$ cat config.mk
export PLATFORM = sky130hd
export DESIGN_NAME = siso_frame_receiver
export DESIGN_NICKNAME = d
export VERILOG_FILES = /design/src/rtl/siso_frame_pkg.sv /design/src/rtl/frame_bit_counter.sv /design/src/rtl/siso_frame_receiver.sv
export SDC_FILE = /design/constraint.sdc
export NUM_CORES = 1
export LEC_CHECK = 0
export BUFFER_PORTS_ARGS = -buffer_cell sky130_fd_sc_hd__buf_2
export CAP_MARGIN = 20
export CORE_UTILIZATION = 35
export DETAILED_ROUTE_END_ITERATION = 6
export PLACE_DENSITY = 0.66
export SLEW_MARGIN = 15
export SYNTH_ARGS = -nofsm -noshare
export SYNTH_HDL_FRONTEND = slang
export SYNTH_SLANG_ARGS = --single-unit
export TNS_END_PERCENT = 20
$ cat constraint.sdc
create_clock -name clk -period 2.78 [get_ports clk]
set_input_delay 0.556 -clock clk [delete_from_list [all_inputs] [get_ports clk]]
set_output_delay 0.556 -clock clk [all_outputs]
set_load 0.03 [all_outputs]
$ cat src/rtl/siso_frame_pkg.sv
// Shared types and line-level constants for the SISO frame receiver.
// Optional parity stage is enabled with SISO_FRAME_RECEIVER_PARITY_EN.
package siso_frame_pkg;

    typedef enum logic [1:0] {
        IDLE   = 2'd0,
        DATA   = 2'd1,
        PARITY = 2'd2,
        STOP   = 2'd3
    } state_t;

    localparam logic START_BIT  = 1'b1;
    localparam logic STOP_BIT   = 1'b0;
    localparam logic IDLE_LEVEL = 1'b0;

endpackage

$ cat src/rtl/frame_bit_counter.sv
// Data-bit position counter for the frame receiver.
// Cleared on start bit, advanced per sampled data bit.
module frame_bit_counter #(
    parameter int WIDTH = 8
) (
    input  logic                     clk,
    input  logic                     rst,
    input  logic                     i_clr,
    input  logic                     i_inc,
    output logic [$clog2(WIDTH)-1:0] o_count,
    output logic                     o_last
);

    localparam int CW = $clog2(WIDTH);

    logic [CW-1:0] r_count;

    always_ff @(posedge clk or negedge rst) begin
        if (!rst) begin
            r_count <= '0;
        end else if (i_clr) begin
            r_count <= '0;
        end else if (i_inc) begin
            r_count <= r_count + 1'b1;
        end
    end

    assign o_count = r_count;
    assign o_last  = (r_count == CW'(WIDTH - 1));

endmodule

$ cat src/rtl/siso_frame_receiver.sv
// Serial frame receiver: start bit, WIDTH data bits LSB first, stop bit.
// Define SISO_FRAME_RECEIVER_PARITY_EN to add an even-parity bit before stop.
module siso_frame_receiver
    import siso_frame_pkg::*;
#(
    parameter int WIDTH     = 8,
    parameter int ERR_CNT_W = 8
) (
    input  logic                 clk,
    input  logic                 rst,
    input  logic                 bit_en,
    input  logic                 serial_in,
    output logic [WIDTH-1:0]     data_out,
    output logic                 data_valid,
    output logic                 frame_err,
    output logic                 busy,
    output logic [ERR_CNT_W-1:0] err_count
);

    localparam int CW = $clog2(WIDTH);

    state_t               r_state;
    state_t               w_next;
    logic [WIDTH-1:0]     r_hold;
    logic [WIDTH-1:0]     r_data;
    logic                 r_valid;
    logic                 r_err;
    logic [ERR_CNT_W-1:0] r_cnt;
    logic                 w_clr;
    logic                 w_inc;
    logic                 w_good;
    logic                 w_bad;
    logic                 w_par_err;
    logic [CW-1:0]        w_count;
    logic                 w_last;

    frame_bit_counter #(
        .WIDTH (WIDTH)
    ) u_cnt (
        .clk     (clk),
        .rst     (rst),
        .i_clr   (w_clr),
        .i_inc   (w_inc),
        .o_count (w_count),
        .o_last  (w_last)
    );

    always_ff @(posedge clk or negedge rst) begin
        if (!rst) begin
            r_state <= IDLE;
        end else begin
            r_state <= w_next;
        end
    end

    always_comb begin
        w_next = r_state;
        w_clr  = 1'b0;
        w_inc  = 1'b0;
        w_good = 1'b0;
        w_bad  = 1'b0;
        if (bit_en) begin
            unique case (r_state)
                IDLE: begin
                    if (serial_in == START_BIT) begin
                        w_next = DATA;
                        w_clr  = 1'b1;
                    end
                end
                DATA: begin
                    w_inc = 1'b1;
                    if (w_last) begin
`ifdef SISO_FRAME_RECEIVER_PARITY_EN
                        w_next = PARITY;
`else
                        w_next = STOP;
`endif
                    end
                end
                PARITY: w_next = STOP;
                STOP: begin
                    // A 1 here is a broken stop bit, never a new start.
                    w_next = IDLE;
                    if (serial_in == STOP_BIT && !w_par_err) begin
                        w_good = 1'b1;
                    end else begin
                        w_bad = 1'b1;
                    end
                end
                default: w_next = IDLE;
            endcase
        end
    end

`ifdef SISO_FRAME_RECEIVER_PARITY_EN
    logic r_par_err;

    always_ff @(posedge clk or negedge rst) begin
        if (!rst) begin
            r_par_err <= 1'b0;
        end else if (w_clr) begin
            r_par_err <= 1'b0;
        end else if (bit_en && r_state == PARITY) begin
            r_par_err <= serial_in ^ (^r_hold);
        end
    end

    assign w_par_err = r_par_err;
`else
    assign w_par_err = 1'b0;
`endif

    always_ff @(posedge clk or negedge rst) begin
        if (!rst) begin
            r_hold  <= '0;
            r_data  <= '0;
            r_valid <= 1'b0;
            r_err   <= 1'b0;
            r_cnt   <= '0;
        end else begin
            r_valid <= w_good;
            r_err   <= w_bad;
            if (bit_en && r_state == DATA) begin
                r_hold[w_count] <= serial_in;
            end
            if (w_good) begin
                r_data <= r_hold;
            end
            if (w_bad && r_cnt != '1) begin
                r_cnt <= r_cnt + 1'b1;
            end
        end
    end

    assign data_out   = r_data;
    assign data_valid = r_valid;
    assign frame_err  = r_err;
    assign busy       = (r_state != IDLE);
    assign err_count  = r_cnt;

endmodule
==> impl_metrics.json <==
{
  "outcome": "completed",
  "crit_type": "reg2out",
  "drcViolationCount": 0,
  "antenna_found_initial": 0,
  "avgSynthCellArea_um2": 10.8,
  "maxCapViolations": 0,
  "die_h_um": 65.5,
  "routed_wl_um": 2570,
  "firstDrtPassIters": 4,
  "final_net_count": 168,
  "cts_buffers": 5,
  "fin_skew_ns": 0.00376,
  "dieWidth_um": 65.5,
  "final.period_utilization_pct": 64.1,
  "syn_nets": 141,
  "ant_nets": 0,
  "cp_top_family": "flip-flops",
  "worstPathCellList": "inv_1 > ha_1 > inv_1 > buf_2",
  "critPathMaxFanout": 4,
  "place.detailed.hpwl_um": 1850,
  "dieArea_um2": 4290,
  "hold_violations": 0,
  "crit_path_start_kind": "flop",
  "p_total_mw": 1.67,
  "cts_tree": "built",
  "cts_root_buffer": "clkbuf_8",
  "post_cts_buffers": 0,
  "htree_levels": 2,
  "synthesis.area_um2": 1410,
  "cts.sinks": 31,
  "pwr_density_cell_nw_per_um2": 1000,
  "final.setup.tns_ns": 0,
  "grt_pass1_wl_um": 4590,
  "drive_gt1_share_pct": 27.7,
  "initial_core_util_pct": 37.4,
  "grt_max_degree": 32,
  "ctsResizeCount": 0,
  "drt-wirelength-per-cell_um": 12.4,
  "period_needed_ns": 1.78,
  "gr-total-overflow": 0,
  "grt_pass1_vias": 1030,
  "syn-instance-count": 131,
  "reg2reg_slack_ns": 1.10,
  "ys_top_cells_by_area": "dfrtp_1 55%, nand2_1 9.8%, mux2_2 9.6%",
  "max_stage_delay_ns": 0.39,
  "maxSlewHeadroom_pct": 54.3,
  "worstHoldPathType": "in2async",
  "ys_types": 26,
  "ir_drop_mv": 0.404,
  "setup_violations": 0,
  "n_antenna_cell": 0,
  "yosysWarnings": 0,
  "critPathBufInv": 3,
  "io_pins": 23,
  "grt_use_total_pct": 14.6,
  "synth-seq-cells": 31,
  "hold_buffers": 0,
  "max_freq_ghz": 0.561,
  "area_growth_pct": 18.4,
  "critPathSlowestCell": "dfrtp_1",
  "synthDominantCellAreaShare_pct": 55.0,
  "power_leakage_nw": 0.857,
  "crit_top_cell": "inv_1",
  "critPathCaptureType": "output port",
  "via_count": 996,
  "core-area_um2": 3770,
  "slew_viol_final": 0,
  "cts.clk_slew.worst_paths_ns": 0.06,
  "worstPathArrival_ns": 1.22,
  "clkLatencyLatePin_ns": 0.28,
  "synth_area_leader_cell": "dfrtp_1",
  "portBuffers": 22,
  "rows": 22,
  "grt_setup_unrepaired": "false",
  "cp_data_required_time_ns": 2.22,
  "initialDrtViolationCount": 38,
  "seq_area_frac_synth_pct": 55.0,
  "worst_slew_pin_slew_ns": 0.686,
  "cts_buffer_depth": 2,
  "gp_congestion": 0.771,
  "viasPerCell": 4.81
}
cell families (layout without fill, tap and decap cells):
| group | after synthesis | in the layout | synth area share, % |
|---|---|---|---|
| AND/OR/NAND/NOR | 63 | 63 | 21.2 |
| XOR/XNOR | 3 | 3 | 1.86 |
| AO/OA/AOI/OAI | 7 | 7 | 3.28 |
| flip-flops | 31 | 31 | 55.0 |
| multiplexers | 14 | 14 | 11.2 |
| buffers and inverters | 7 | 35 | 2.13 |
| adder cells (fa/ha/maj) | 6 | 6 | 5.32 |
cell usage in the layout, fill, tap and decap left out, drive strengths merged:
cell    instances
nand2          37
nand3b          1
nor2            8
ha              6
mux2           14
xnor2           3
or2             1
nor2b           1
a22o            2
buf            22
and3            3
and4            1
dfrtp          31
o21ai           1
a21oi           3
o221ai          1
nand4           2
nand3           3
nor3            2
clkbuf          8
inv             4
nand2b          4
clkinv          1
metal layers:
layer | routed length, um | share of wire [%] | up-vias | global-route usage [%]
li1 | - | - | 486 | -
met1 | 1240 | 48 | 485 | 19.1
met2 | 1190 | 46 | 22 | 21.8
met3 | 108 | 4.2 | 3 | 4.69
met4 | 36 | 1.4 | 0 | 6.52
met5 | 0 | 0 | - | 0
area by class of cell:
type                    count  area (um^2)
repair buffers             22          110
inverters                   5         18.8
flip-flops and latches     31          776
clock buffers               8          100
well taps                  48         60.1
fillers                   363         2100
multi-input cells          93          604
report_power, final:
part	switching (mW)	internal, mW	leakage [nW]
sequential	0.129	0.596	0.410
clock	0.164	0.226	0.0515
combinational	0.344	0.213	0.396
total	0.637	1.03	0.857
cell usage after synthesis:
library cell / instances
or2_1: 1
nand4_1: 1
xnor2_1: 3
inv_1: 4
nor2_1: 7
nor3_1: 2
ha_1: 6
nand3_1: 3
clkinv_1: 1
nand4_4: 1
mux2_1: 2
o21ai_0: 1
clkbuf_1: 1
a21oi_1: 3
nand3b_1: 1
nand2b_1: 4
dfrtp_1: 31
buf_4: 1
nand2_1: 37
nor2b_2: 1
o221ai_1: 1
nor2_2: 1
a22o_1: 2
and4_1: 1
mux2_2: 12
and3_1: 3
state kept, by name (all words and copies together), names as in the netlist:
register,cells
data_out,8
data_valid,1
frame_err,1
r_state,2
r_hold,8
u_cnt.o_count,3
err_count,8
final timing paths:
kind / cells after the start / to / from
setup / recovery: 4 / busy / r_state[0]$_DFFE_PN0P_
hold / removal: 1 / err_count[6]$_DFFE_PN0P_ / rst
setup reg to reg: 5 / err_count[7]$_DFFE_PN0P_ / r_state[0]$_DFFE_PN0P_
hold reg to reg: 2 / data_out[0]$_DFFE_PN0P_ / r_hold[0]$_DFFE_PN0P_
max in group asynchronous: 1 / err_count[3]$_DFFE_PN0P_ / rst
min in group clk: 2 / data_out[0]$_DFFE_PN0P_ / r_hold[0]$_DFFE_PN0P_
through the flow:
stage	cell area (um^2)	worst slack [ns]	std cells	util (%)	hold slack [ns]
global placement	1570	0.994	199	41.6	0.457
floorplan	1410	1.21	131	-	0.260
detailed placement	1570	0.926	199	41.6	0.464
global route	1670	0.912	207	44.3	0.380
finish	1670	0.999	207	44.3	0.312
CTS	1670	0.988	207	44.3	0.339
Note: power is estimated with default switching activity, not from simulation.
